<file path="src/rtl/ne16_accumulator_ctrl.sv">
// Sequencer for the NE16 accumulator SCM: bank clear, multi-pass RMW accumulation, wide readout.
// Optional stall counter on perf_stall_o is enabled by defining NE16_ACC_CTRL_PERF_EN.
module ne16_accumulator_ctrl #(
    parameter int ADDR_WIDTH   = 5,
    parameter int NUM_WORDS    = 2**ADDR_WIDTH,
    parameter int WIDTH_FACTOR = 4,
    parameter int PASS_WIDTH   = 16
) (
    input  logic                    clk_i,
    input  logic                    rst_ni,
    input  logic                    clear_i,
    input  logic                    start_i,
    input  logic [ADDR_WIDTH:0]     cfg_len_i,
    input  logic [PASS_WIDTH-1:0]   cfg_passes_i,
    input  logic                    cfg_clear_i,
    input  logic                    psum_valid_i,
    output logic                    psum_ready_o,
    output logic                    out_valid_o,
    input  logic                    out_ready_i,
    output logic [WIDTH_FACTOR-1:0] out_strb_o,
    output logic                    busy_o,
    output logic                    done_o,
    output logic                    acc_clear_o,
    output logic                    acc_re_o,
    output logic [ADDR_WIDTH-1:0]   acc_raddr_o,
    output logic                    acc_we_o,
    output logic [ADDR_WIDTH-1:0]   acc_waddr_o,
    output logic [WIDTH_FACTOR-1:0] acc_wide_enable_o,
    output logic                    acc_add_en_o,
    output logic [15:0]             perf_stall_o
);

    localparam int LW = ADDR_WIDTH + 1;
    localparam int BW = ADDR_WIDTH + 2;

    typedef enum logic [2:0] {IDLE, CLEAR, ACCUM, DRAIN, DONE} state_t;

    state_t                  state_q, state_d;
    logic [LW-1:0]           len_q, base_q;
    logic [PASS_WIDTH-1:0]   passes_q, p_q;
    logic [ADDR_WIDTH-1:0]   w_q, s2_addr_q, s3_addr_q;
    logic                    s2_valid_q, s3_valid_q;
    logic                    rd_done_q, out_valid_q, out_last_q;
    logic [WIDTH_FACTOR-1:0] out_strb_q, beat_strb;
    logic                    accepting, hazard, hs, w_last;
    logic                    drain_rd, beat_last, out_fire;

    // A read must not land in the write cycle or the one after it for the same word.
    assign accepting = (state_q == ACCUM) && (p_q != passes_q);
    assign hazard    = (s2_valid_q && s2_addr_q == w_q) ||
                       (s3_valid_q && s3_addr_q == w_q);
    assign psum_ready_o = accepting && !hazard && !clear_i;
    assign hs        = psum_valid_i && psum_ready_o;
    assign w_last    = ({1'b0, w_q} == len_q - LW'(1));
    assign out_fire  = out_valid_q && out_ready_i;
    assign drain_rd  = (state_q == DRAIN) && !rd_done_q && !clear_i &&
                       (!out_valid_q || out_ready_i);
    assign beat_last = (BW'(base_q) + BW'(WIDTH_FACTOR)) >= BW'(len_q);

    always_comb begin
        beat_strb = '0;
        for (int i = 0; i < WIDTH_FACTOR; i++)
            beat_strb[i] = (BW'(base_q) + BW'(i)) < BW'(len_q);
    end

    always_comb begin
        state_d = state_q;
        unique case (state_q)
            IDLE:
                if (start_i)
                    state_d = cfg_clear_i ? CLEAR
                            : (cfg_passes_i != '0) ? ACCUM : DRAIN;
            CLEAR:   state_d = (passes_q != '0) ? ACCUM : DRAIN;
            ACCUM:
                if (p_q == passes_q && !s2_valid_q)
                    state_d = DRAIN;
            DRAIN:
                if (out_fire && out_last_q)
                    state_d = DONE;
            DONE:    state_d = IDLE;
            default: state_d = IDLE;
        endcase
        if (clear_i)
            state_d = IDLE;
    end

    always_comb begin
        acc_clear_o       = clear_i || (state_q == CLEAR);
        acc_re_o          = hs || drain_rd;
        acc_raddr_o       = '0;
        if (hs)
            acc_raddr_o = w_q;
        else if (drain_rd)
            acc_raddr_o = base_q[ADDR_WIDTH-1:0];
        acc_wide_enable_o = drain_rd ? '1 : '0;
        acc_we_o          = s2_valid_q && !clear_i;
        acc_add_en_o      = acc_we_o;
        acc_waddr_o       = acc_we_o ? s2_addr_q : '0;
    end

    assign out_valid_o = out_valid_q;
    assign out_strb_o  = out_strb_q;
    assign busy_o      = (state_q == CLEAR) || (state_q == ACCUM) ||
                         (state_q == DRAIN);
    assign done_o      = (state_q == DONE) && !clear_i;

    always_ff @(posedge clk_i or negedge rst_ni) begin
        if (!rst_ni)
            state_q <= IDLE;
        else
            state_q <= state_d;
    end

    always_ff @(posedge clk_i or negedge rst_ni) begin
        if (!rst_ni) begin
            len_q       <= '0;
            passes_q    <= '0;
            p_q         <= '0;
            w_q         <= '0;
            base_q      <= '0;
            s2_valid_q  <= 1'b0;
            s2_addr_q   <= '0;
            s3_valid_q  <= 1'b0;
            s3_addr_q   <= '0;
            rd_done_q   <= 1'b0;
            out_valid_q <= 1'b0;
            out_last_q  <= 1'b0;
            out_strb_q  <= '0;
        end else if (clear_i) begin
            p_q         <= '0;
            w_q         <= '0;
            base_q      <= '0;
            s2_valid_q  <= 1'b0;
            s3_valid_q  <= 1'b0;
            rd_done_q   <= 1'b0;
            out_valid_q <= 1'b0;
            out_last_q  <= 1'b0;
            out_strb_q  <= '0;
        end else begin
            s2_valid_q <= hs;
            s2_addr_q  <= w_q;
            s3_valid_q <= s2_valid_q;
            s3_addr_q  <= s2_addr_q;
            if (state_q == IDLE && start_i) begin
                len_q     <= cfg_len_i;
                passes_q  <= cfg_passes_i;
                p_q       <= '0;
                w_q       <= '0;
                base_q    <= '0;
                rd_done_q <= 1'b0;
            end
            if (hs) begin
                if (w_last) begin
                    w_q <= '0;
                    p_q <= p_q + PASS_WIDTH'(1);
                end else begin
                    w_q <= w_q + ADDR_WIDTH'(1);
                end
            end
            if (drain_rd) begin
                out_valid_q <= 1'b1;
                out_strb_q  <= beat_strb;
                out_last_q  <= beat_last;
                base_q      <= base_q + LW'(WIDTH_FACTOR);
                if (beat_last)
                    rd_done_q <= 1'b1;
            end else if (out_fire) begin
                out_valid_q <= 1'b0;
            end
        end
    end

`ifdef NE16_ACC_CTRL_PERF_EN
    logic [15:0] stall_q;
    logic        stall;

    assign stall = (accepting && psum_valid_i && hazard) ||
                   (state_q == DRAIN && out_valid_q && !out_ready_i);

    always_ff @(posedge clk_i or negedge rst_ni) begin
        if (!rst_ni)
            stall_q <= '0;
        else if (clear_i || (state_q == IDLE && start_i))
            stall_q <= '0;
        else if (stall && stall_q != 16'hFFFF)
            stall_q <= stall_q + 16'd1;
    end

    assign perf_stall_o = stall_q;
`else
    assign perf_stall_o = '0;
`endif

    assert property (@(posedge clk_i) disable iff (!rst_ni)
        (state_q == IDLE && start_i && !clear_i) |->
        (cfg_len_i != '0 && cfg_len_i <= LW'(NUM_WORDS)));

endmodule
</file>
<file path="config.mk">
export PLATFORM = sky130hd
export DESIGN_NAME = ne16_accumulator_ctrl
export DESIGN_NICKNAME = d
export VERILOG_FILES = /design/src/rtl/ne16_accumulator_ctrl.sv
export SDC_FILE = /design/constraint.sdc
export NUM_CORES = 1
export LEC_CHECK = 0
export BUFFER_PORTS_ARGS = -buffer_cell sky130_fd_sc_hd__buf_2
export CAP_MARGIN = 20
export CELL_PAD_IN_SITES_DETAIL_PLACEMENT = 0
export CELL_PAD_IN_SITES_GLOBAL_PLACEMENT = 2
export CORE_MARGIN = 5
export CORE_UTILIZATION = 38
export CTS_CLUSTER_DIAMETER = 50
export DETAILED_ROUTE_END_ITERATION = 8
export HOLD_SLACK_MARGIN = 0.12
export PLACE_DENSITY = 0.88
export SYNTH_ARGS = -nofsm -noshare
export SYNTH_HDL_FRONTEND = slang
export SYNTH_SLANG_ARGS = --single-unit
export TNS_END_PERCENT = 20
</file>
<file path="constraint.sdc">
create_clock -name clk_i -period 8.31 [get_ports clk_i]
set_clock_uncertainty 0.05 [all_clocks]
set_input_delay 2.0775 -clock clk_i [delete_from_list [all_inputs] [get_ports clk_i]]
set_output_delay 2.0775 -clock clk_i [all_outputs]
set_load 0.02 [all_outputs]
</file>
==> flow_summary.json <==
{
  "start_kind": "input port",
  "max_freq_mhz": 162,
  "avgRoutedWirePerCell_um": 16.3,
  "diodes": 0,
  "ctsResizeCount": 0,
  "cp_data_required_time_ns": 6.18,
  "layout.cells.non_filler": 641,
  "fill_cells": 1133,
  "fin_crit_ns": 6.17,
  "setup_viol": 0,
  "seqCellArea_mm2": 0.00173,
  "yosysWarnings": 0,
  "netlist_instances": 453,
  "tightest_slew_ns": 0.896,
  "rows": 39,
  "cts_tree": "built",
  "initial_core_util": 0.383,
  "critical_path_class": "input port to primary output",
  "wirelength_um": 10400,
  "die_area_mm2": 0.0136,
  "slew_headroom": 0.403,
  "drcViolationCount": 0,
  "critPathCaptureType": "primary output",
  "syn2layout_area_growth_pct": 14.1,
  "postCtsHoldBufs": 0,
  "detail-route-antenna-nets": 0,
  "grt_antenna_before_repair": 0,
  "synth_area_leaders": "dfrtp_1 (40%), mux2_2 (6.8%), ha_1 (5.2%), xor2_1 (4.6%), buf_4 (3.6%)",
  "grt_max_degree": 70,
  "die_y_um": 117,
  "synth_edf_count": 0,
  "final_nets": 540,
  "synth_common_cells": "dfrtp_1 (69), o21ai_0 (29), mux2_2 (26)",
  "drtIter0Drc": 94,
  "vdd_ir_drop_max_v": 0.000189,
  "drive_above_1_share": 0.229,
  "drt_first_pass_iters": 4,
  "timing.setup.tns_ns": 0,
  "met2_length_um": 5220,
  "yosysUniqueCellTypes": 53,
  "ys_seq_area_frac": 0.398,
  "clock_latency_ns": 0.33,
  "grt_pass1_vias": 3541,
  "root_buffer": "clkbuf_16",
  "multi_input_area_mm2": 0.00232,
  "port_buffers": 54,
  "min_path_type": "register to register",
  "cts_setup_buffers": 0,
  "grt_pass1_wl_um": 17400,
  "rsz0062_at_grt": "false",
  "gp_congestion": 0.789,
  "arrival_ns": 4.04,
  "met3_length_um": 426,
  "r2r_cells": 9,
  "dp_cells": 625,
  "yosysTopAreaCellShare": 0.398,
  "clk_pin_slew_ns": 0.05,
  "syn_area_per_cell_um2": 9.57,
  "drt-met1-wl_um": 4650,
  "cts_buffers": 9,
  "synthFlopType": "dfrtp_1",
  "hold_viol": 0,
  "top_layer_used": "met4",
  "ctsLongestPathBuffers": 2,
  "grt_use_total": 0.162,
  "vias": 3452,
  "die_x_um": 117,
  "via_per_inst": 5.39,
  "clock_sinks": 69,
  "drv_cap": 0,
  "ys_ff_latch": 69,
  "hold-path-cell-count": 1,
  "fin_crit_sh": 0.743,
  "ctsHtreeMaxLevel": 3,
  "ios": 71,
  "core_mm2": 0.0113,
  "r2r_slack_ns": 5.24,
  "synth_area_mm2": 0.00433,
  "status": "completed",
  "yosysMostFrequentCell": "dfrtp_1",
  "cellPowerDensity_mw_per_mm2": 277,
  "p_leak_nw": 2.30,
  "drv_slew": 0,
  "overflow": 0,
  "async_reset_ff_frac": 1.00,
  "crit_fanout": 19,
  "dpl.hpwl_um": 7700,
  "synth_top_cell_by_area": "dfrtp_1"
}
-- final timing paths --
check / from / endpoint
worst max-delay path: clear_i / acc_raddr_o[4]
worst min-delay path: rd_done_q$_DFF_PN0_ / rd_done_q$_DFF_PN0_
worst max register to register: p_q[6]$_DFF_PN0_ / p_q[2]$_DFF_PN0_
worst min register to register: rd_done_q$_DFF_PN0_ / rd_done_q$_DFF_PN0_
max in group asynchronous: rst_ni / len_q[5]$_DFFE_PN0P_
min in group asynchronous: rst_ni / passes_q[10]$_DFFE_PN0P_
-- worst max-delay path: stages --
cell      delay [ns]
buf_2           0.35
nor2_1          0.15
nand3_1         0.15
or3_1           0.42
clkinv_1        0.43
a22o_1          0.30
buf_2           0.16
-- layout by cell type, fill, tap and decap left out, types with 8 or more instances in the layout --
master	instances
dfrtp_1	69
buf_2	54
o21ai_0	29
mux2_2	26
nand2_1	25
xor2_1	23
inv_1	21
nor2_1	18
ha_1	18
nand3_1	16
conb_1	16
nor4_1	14
o211ai_1	12
nand4_1	11
xnor2_1	10
nor3_1	9
nor2b_1	9
clkbuf_16	9
a21oi_1	8
and2_1	8
a211oi_1	8
-- stage by stage --
step	hold slack [ns]	area, µm²	total power [W]	setup slack (ns)	utilization
after CTS	0.426	4950	0.00138	2.12	0.437
after global placement	0.410	4600	0.000947	2.17	0.407
after floorplan	0.393	4390	0.000834	2.49	-
after global routing	0.462	4950	0.00145	1.95	0.437
final	0.426	4950	0.00137	2.14	0.437
after detailed placement	0.413	4620	0.000955	2.14	0.408
-- logic make-up after synthesis --
group                      Yosys count  share of synthesized area
and+or+nand+nor                    143                      0.181
AOI/OAI and AO/OA                   97                      0.154
DFF                                 69                      0.398
buffers and inverters               66                     0.0791
xor gates and xnor gates            33                     0.0667
muxes                               26                     0.0676
adders and majority gates           18                     0.0520
other                                1                   0.000865
-- layer usage --
| layer | up-vias | GRT usage |
|---|---|---|
| li1 | 1674 | - |
| met5 | - | 0 |
| met2 | 67 | 0.279 |
| met3 | 11 | 0.0447 |
| met4 | 0 | 0.0459 |
| met1 | 1700 | 0.199 |
-- sequential cells by signal (all words and copies together) (netlist names), 3 cells and up --
register,count
base_q,4
passes_q,16
w_q,5
p_q,16
s3_addr_q,5
out_strb_o,4
s2_addr_q,5
len_q,6
state_q,3
-- where the power goes --
part	switching [W]	internal (W)
clock	0.000141	0.000279
sequential	0.0000893	0.000410
combinational	0.000258	0.000192
-- final cells by class --
class | count | area share
clock inverters | 3 | 0.0137
well taps | 143 | 0.0362
inverters | 22 | 0.0167
clock buffers | 13 | 0.0526
flip-flops and latches | 69 | 0.349
multi-input cells | 333 | 0.470
repair buffers | 58 | 0.0622
Power figures use the tool's default switching activity.
